--- src/rtl/mem_requester.sv ---
// mem_requester: request/response front end for a single-port synchronous memory
// with one-cycle read latency; supports single writes, single reads and incrementing burst reads.
`default_nettype none

module mem_requester #(
  parameter int DATA_W = 18,
  parameter int ADDR_W = 13,
  parameter int LEN_W  = 4
) (
  input  logic              clk,
  input  logic              rst,
  input  logic              req_valid,
  output logic              req_ready,
  input  logic              req_we,
  input  logic [ADDR_W-1:0] req_addr,
  input  logic [DATA_W-1:0] req_wdata,
  input  logic [LEN_W-1:0]  req_len,
  output logic              rsp_valid,
  input  logic              rsp_ready,
  output logic [DATA_W-1:0] rsp_data,
  output logic              rsp_last,
  output logic              wr_done,
  output logic              mem_re_en,
  output logic              mem_wr_en,
  output logic [ADDR_W-1:0] mem_adrs,
  output logic [DATA_W-1:0] mem_wdata,
  input  logic [DATA_W-1:0] mem_rdata
);

  typedef enum logic [2:0] {
    S_IDLE     = 3'd0,
    S_WR_ISSUE = 3'd1,
    S_RD_ISSUE = 3'd2,
    S_RD_WAIT  = 3'd3,
    S_RSP      = 3'd4
  } state_t;

  state_t            state_q;
  logic [LEN_W-1:0]  remaining_q;
  logic              req_ready_q;
  logic              rsp_valid_q;
  logic [DATA_W-1:0] rsp_data_q;
  logic              rsp_last_q;
  logic              wr_done_q;
  logic              mem_re_en_q;
  logic              mem_wr_en_q;
  logic [ADDR_W-1:0] mem_adrs_q;
  logic [DATA_W-1:0] mem_wdata_q;

  always_ff @(posedge clk or negedge rst) begin
    if (!rst) begin
      state_q     <= S_IDLE;
      remaining_q <= '0;
      req_ready_q <= 1'b1;
      rsp_valid_q <= 1'b0;
      rsp_data_q  <= '0;
      rsp_last_q  <= 1'b0;
      wr_done_q   <= 1'b0;
      mem_re_en_q <= 1'b0;
      mem_wr_en_q <= 1'b0;
      mem_adrs_q  <= '0;
      mem_wdata_q <= '0;
    end else begin
      wr_done_q <= 1'b0;
      case (state_q)
        S_IDLE: begin
          if (req_valid && req_ready_q) begin
            req_ready_q <= 1'b0;
            mem_adrs_q  <= req_addr;
            if (req_we) begin
              mem_wr_en_q <= 1'b1;
              mem_wdata_q <= req_wdata;
              state_q     <= S_WR_ISSUE;
            end else begin
              mem_re_en_q <= 1'b1;
              remaining_q <= req_len;
              state_q     <= S_RD_ISSUE;
            end
          end
        end
        S_WR_ISSUE: begin
          mem_wr_en_q <= 1'b0;
          wr_done_q   <= 1'b1;
          req_ready_q <= 1'b1;
          state_q     <= S_IDLE;
        end
        S_RD_ISSUE: begin
          // Memory samples the read enable on this edge; data is valid next cycle.
          mem_re_en_q <= 1'b0;
          state_q     <= S_RD_WAIT;
        end
        S_RD_WAIT: begin
          rsp_data_q  <= mem_rdata;
          rsp_valid_q <= 1'b1;
          rsp_last_q  <= (remaining_q == '0);
          state_q     <= S_RSP;
        end
        S_RSP: begin
          if (rsp_ready) begin
            rsp_valid_q <= 1'b0;
            rsp_last_q  <= 1'b0;
            if (remaining_q == '0) begin
              req_ready_q <= 1'b1;
              state_q     <= S_IDLE;
            end else begin
              remaining_q <= remaining_q - LEN_W'(1);
              mem_adrs_q  <= mem_adrs_q + ADDR_W'(1);
              mem_re_en_q <= 1'b1;
              state_q     <= S_RD_ISSUE;
            end
          end
        end
        default: begin
          req_ready_q <= 1'b1;
          rsp_valid_q <= 1'b0;
          mem_re_en_q <= 1'b0;
          mem_wr_en_q <= 1'b0;
          state_q     <= S_IDLE;
        end
      endcase
    end
  end

  assign req_ready = req_ready_q;
  assign rsp_valid = rsp_valid_q;
  assign rsp_data  = rsp_data_q;
  assign rsp_last  = rsp_last_q;
  assign wr_done   = wr_done_q;
  assign mem_re_en = mem_re_en_q;
  assign mem_wr_en = mem_wr_en_q;
  assign mem_adrs  = mem_adrs_q;
  assign mem_wdata = mem_wdata_q;

endmodule

`default_nettype wire

--- config.mk ---
export PLATFORM = sky130hd
export DESIGN_NAME = mem_requester
export DESIGN_NICKNAME = d
export VERILOG_FILES = /design/src/rtl/mem_requester.sv
export SDC_FILE = /design/constraint.sdc
export NUM_CORES = 1
export LEC_CHECK = 0
export BUFFER_PORTS_ARGS = -buffer_cell sky130_fd_sc_hd__buf_4
export CAP_MARGIN = 20
export CELL_PAD_IN_SITES_DETAIL_PLACEMENT = 1
export CELL_PAD_IN_SITES_GLOBAL_PLACEMENT = 1
export CORE_MARGIN = 4
export CORE_UTILIZATION = 37
export DETAILED_ROUTE_END_ITERATION = 10
export GPL_TIMING_DRIVEN = 0
export PLACE_DENSITY_LB_ADDON = 0.1
export SLEW_MARGIN = 5
export SYNTH_ARGS = -nofsm -noshare
export SYNTH_HDL_FRONTEND = slang
export SYNTH_SLANG_ARGS = --single-unit
--- constraint.sdc ---
create_clock -name clk -period 2.8 [get_ports clk]
set_clock_uncertainty 0.2 [all_clocks]
set_input_delay 0.42 -clock clk [delete_from_list [all_inputs] [get_ports clk]]
set_output_delay 0.42 -clock clk [all_outputs]
set_load 0.1 [all_outputs]
## Word-level counts from Yosys, hierarchy flattened

Cells that the tools add are included.

| storage, ports and cells | value |
|---|---|
| logic and storage cells | 75 |
| ROM bits | 0 |
| bits in writable memories | 0 |
| memories | 0 |
| register bits after elaboration | 62 |
| bits in latches | 0 |

| operators by class | value |
|---|---|
| div/mod/pow operators | 0 |
| reduce and logical (&&, ||, !) cells | 18 |
| bitwise gates (word level) | 4 |
| multiplexer cells | 30 |
| multipliers | 0 |
| magnitude comparators | 0 |
| eq/ne operators | 10 |
| shifts and indexed selects | 0 |
| add/subtract/negate cells | 2 |

Operators by type and width:

| cell | number |
|---|---|
| two-way mux 13 bit | 3 |
| case mux 13 bit (2 select lines) | 1 |
| two-way mux 4 bit | 4 |
| adder 13 x 1 -> 13 bit (second input constant) | 1 |
| inequality test 2 bit (second input constant) | 6 |
| case mux 3 bit (4 select lines) | 1 |
| two-way mux 1 bit | 11 |
| AND reduction 5 bit | 2 |
| case mux 1 bit (3 select lines) | 3 |
| case mux 4 bit (2 select lines) | 1 |
| AND reduction 4 bit | 2 |
| equality test 3 x 2 -> 1 bit (second input constant) | 2 |
| two-way mux 3 bit | 2 |
| AND reduction 2 bit | 3 |
| AND reduction 3 bit | 2 |
| OR reduction 3 bit | 2 |
| logical NOT 4 bit | 1 |
| two-way mux 2 bit | 2 |
| inverter 1 bit | 4 |
| case mux 1 bit (2 select lines) | 2 |
| nonzero test 2 bit | 2 |
| OR reduction 2 bit | 2 |
| subtractor 4 x 1 -> 4 bit (second input constant) | 1 |
| equality test 3 x 1 -> 1 bit (second input constant) | 1 |
| other kinds (3) | 3 |

## Logic depth before layout (Yosys ltp)

| logic depth | value |
|---|---|
| depth in word-level cells | 4 |
| mapped depth | 7 |
| depth with buffers taken out | 6 |

## Worst setup path before layout

OpenSTA, ideal clock, no wires.

| timing path | value |
|---|---|
| kind | flip-flop to flip-flop |
| start | register req_ready_q, in the netlist req_ready |
| end | register remaining_q[2] |
| clock period less this slack | 2.318 ns |
| arrival time | 2.031 ns |
| cell stages (with the launch flop) | 5 |
| buffers on the path | 0 |
| library setup time | 0.087 ns |
| slack | 0.482 ns |
| path through | dfstp_2 nand3b_1 a2111oi_4 o21ai_1 a22oi_1 |

| on the way | value |
|---|---|
| cells in the longest elaborated chain, start to end | 3 |

Ends and longest elaborated chain:

| element | line | text |
|---|---|---|
| from (decl) | 40 | `logic req_ready_q;` |
| from (signal assigned) | 54 | `req_ready_q <= 1'b1;` |
| from (signal assigned) | 68 | `req_ready_q <= 1'b0;` |
| from (signal assigned) | 84 | `req_ready_q <= 1'b1;` |
| logical AND 1 bit | 67 | `if (req_valid && req_ready_q) begin` |
| inequality test 2 bit (no line) | - |  |
| AND reduction 5 bit (no line) | - |  |
| to (signal assigned) | 76 | `remaining_q <= req_len;` |
| to (signal assigned) | 106 | `remaining_q <= remaining_q - LEN_W'(1);` |
| to (decl) | 39 | `logic [LEN_W-1:0] remaining_q;` |

No other way between the ends.
A chain may end at the register's enable or synchronous reset.

## Worst setup path after layout

| timing path | value |
|---|---|
| start | register remaining_q[0] |
| end | register remaining_q[1] |

| on the way | value |
|---|---|
| cells in the longest elaborated chain, start to end | 4 |

Ends and longest elaborated chain:

| element | line | text |
|---|---|---|
| subtractor 4 x 1 -> 4 bit | 106 |  |
| two-way mux 4 bit | 102 | `if (remaining_q == '0) begin` |
| two-way mux 4 bit | 99 | `if (rsp_ready) begin` |
| case mux 4 bit (2 select lines) | 65 | `case (state_q)` |

Several ways; a longest one is shown, not always the timed one. The select of a mux whose other input is x is not followed.

==> impl_metrics.ini <==
[outcome]
outcome = finished with violations
violations = negative hold slack

[grt]
grt_max_degree = 63
grt_usage = 0.185
antenna_found_initial = 0
grt_pass1_vias = 2750
grt_overflow_total = 0
grt_first_pass_wirelength_um = 14100

[timing]
finalCriticalPeriod_ps = 2230
hold-worst-slack_ps = -33.4
worst_slew_pin_slew_ps = 816
max_freq_ghz = 0.449
slew-limit-headroom = 0.456
hold_viol = 27
final.setup.tns_ps = 0
setup_viol = 0
rsz0062_at_grt = no
slew_violations = 0
finalCritPeriodShare = 0.795

[drt]
viasPerCell = 5.25
drcViolationCount = 0
vias = 2514
first_iter_violations = 83
dr.pass1.iters = 4
wl_um = 8520
drt-wirelength-per-cell_um = 17.8
ant_nets = 0

[yosys]
synth_top_family_by_area = compound AO/OA/AOI/OAI gates
synth_compound_area_frac = 0.154
syn_avg_cell_area_um2 = 11.8
dominantRegCellSynth = dfrtp_1
synthAdderAreaFrac = 0.00849
yosys_warnings = 0
synth-simple-area-share = 0.110
ys_types = 51
synth_mux_area_frac = 0.154
syn_inst = 249
ys_seq_area_frac = 0.527
ys_ff_latch = 62
synth_xor_xnor_area_share = 0
synth_edf_count = 0
async_flop_share = 1.00
synth_nets = 309
synth_area_um2 = 2950

[clock_network]
clk_path_buf_depth = 2
cts_tree = yes
clock-root-buffer = clkbuf_8
cts_resized = 0
clk_latency_ps = 330
cts_hold_buf = 0
numClockSinks = 62
cts-htree-levels = 3
cts_inserted_buffers = 9
post_cts_buffers = 0
path_clk_slew_ps = 70

[floorplanning]
die_y_um = 97.3
rows = 32
ios = 113
start_util = 0.382
design.core.area_um2 = 7730
fp.dieW_um = 97.3
die_area_um2 = 9460

[pwr]
ir_worst_vdd_v = 0.000509
leakage_nw = 1.93
report.power.total_mw = 4.79
power_density_nw_per_um2 = 1170

[worst_setup_path]
r2r-start = remaining_q[0]$_DFFE_PN0P_
r2r_cells = 6
required_ps = 2840
crit_fanout = 10
max_stage_delay_ps = 660
cp-start-kind = flop
critPathSlowestCell = a2111oi_4
path_class = reg -> reg
endpoint_kind = flop
regToRegSetupSlack_ps = 570
crit_chain = inv_1 -> ha_1 -> and4bb_2 -> a2111oi_4 -> o211ai_1 -> o21ai_0
r2r-end = remaining_q[1]$_DFFE_PN0P_
arrival_ps = 2260

[cells_and_area]
final_nets = 432
area.growth.synth_to_final_pct = 39.2
drive_gt1_frac = 0.485
final_cell_count_no_fill = 479
antenna-diode-count = 0
nFillCells = 872

[placed_design]
globalplace.congestion = 0.799
dp_cells = 463
portBuffers = 112
place.detailed.hpwl_um = 6140

[worst_hold_path]
hold_path.class = in -> async

[job]
cap_violations = 0
## synth_stat cells (all sizes together), types with 2 or more instances
| library cell | count | area share |
|---|---|---|
| o31ai | 2 | 0.0051 |
| mux2 | 36 | 0.15 |
| o211ai | 2 | 0.0051 |
| o21ai | 14 | 0.024 |
| inv | 8 | 0.010 |
| buf | 10 | 0.032 |
| nor3 | 4 | 0.011 |
| nand2b | 3 | 0.0064 |
| nand3 | 12 | 0.020 |
| nand2 | 12 | 0.016 |
| nor2 | 7 | 0.0089 |
| nor3b | 2 | 0.0068 |
| ha | 2 | 0.0085 |
| or2 | 2 | 0.0042 |
| a31oi | 4 | 0.0085 |
| nand4 | 3 | 0.0064 |
| o41ai | 2 | 0.0059 |
| clkbuf | 4 | 0.0051 |
| or3b | 2 | 0.0059 |
| a21oi | 27 | 0.046 |
| o22ai | 7 | 0.015 |
| and3 | 2 | 0.0042 |
| nor2b | 3 | 0.0064 |
| a21o | 2 | 0.0051 |
| dfrtp | 61 | 0.52 |
## flip-flops by register name, indices dropped and copies added, names as in the netlist, 3 cells and up
register	count
mem_adrs	13
mem_wdata	18
remaining_q	4
rsp_data	18
state_q	3
## cells by family (layout without fill, tap and decap cells)
logic type / count (synthesis) / count (layout)
adder cells (fa/ha/maj): 2 / 2
multiplexers: 37 / 37
AND/OR/NAND/NOR: 56 / 56
flip-flops: 62 / 62
AO/OA/AOI/OAI: 70 / 70
buffers and inverters: 22 / 150
## critical path: cells and delay by family, from the launching register on
| family | cells | cell delay, ps |
|---|---|---|
| AO/OA/AOI/OAI | 3 | 960 |
| buffers and inverters | 1 | 70 |
| AND/OR/NAND/NOR | 1 | 300 |
| flip-flops | 1 | 350 |
| adder cells (fa/ha/maj) | 1 | 240 |
## worst max-delay path by stage
stage	from	cells after the start	to
6_report	remaining_q[0]$_DFFE_PN0P_	6	remaining_q[1]$_DFFE_PN0P_
5_1_grt	remaining_q[0]$_DFFE_PN0P_	6	remaining_q[1]$_DFFE_PN0P_
4_1_cts	state_q[0]$_DFFE_PN0P_	6	mem_wdata[16]$_DFFE_PN0P_
3_5_place_dp	state_q[0]$_DFFE_PN0P_	6	mem_wdata[16]$_DFFE_PN0P_
3_3_place_gp	state_q[0]$_DFFE_PN0P_	6	mem_wdata[8]$_DFFE_PN0P_
2_1_floorplan	req_ready$_DFFE_PN1P_	4	remaining_q[2]$_DFFE_PN0P_
## stage by stage
step | util | setup slack, ps | area (µm²)
2_1_floorplan | - | 482 | 2950
3_3_place_gp | 0.507 | 599 | 3920
3_5_place_dp | 0.507 | 579 | 3920
4_1_cts | 0.531 | 557 | 4110
5_1_grt | 0.531 | 418 | 4110
6_report | 0.531 | 575 | 4110
## layout by cell type, fill, tap and decap left out, types with 2 or more instances in the layout
cell,instances
a21o_1,2
a21oi_1,27
a31oi_1,4
and3_1,2
buf_2,3
buf_4,114
buf_6,4
clkbuf_1,5
clkbuf_8,9
clkinv_2,3
dfrtp_1,61
ha_1,2
inv_1,8
mux2_2,26
mux2_4,10
nand2_1,11
nand2b_1,3
nand3_1,12
nand4_1,3
nor2_1,7
nor2b_1,3
nor3_1,3
o211ai_1,2
o21ai_0,13
o22ai_1,7
o31ai_1,2
o41ai_1,2
## per-layer routing
| metal | routed length (µm) | GRT usage |
|---|---|---|
| met2 | 4200 | 0.305 |
| met5 | 0 | 0 |
| met4 | 165 | 0.0745 |
| met1 | 3550 | 0.224 |
| met3 | 600 | 0.0596 |
## power by group
group | total, mW | internal (mW) | switching (mW)
registers | 1.39 | 1.15 | 0.233
logic | 2.62 | 0.567 | 2.06
clock network | 0.779 | 0.410 | 0.369
## area by class of cell
cell class                 instances  area (µm²)  area share
timing repair buffer             112         841       0.205
clock inverter                     6        61.3      0.0149
multi-input combinational        165        1260       0.306
inverter                           8        30.0     0.00731
sequential                        62        1550       0.378
clock buffer                      10         128      0.0311
tap                              102         128      0.0311
buffer                            14         110      0.0268
Power figures use the tool's default switching activity.
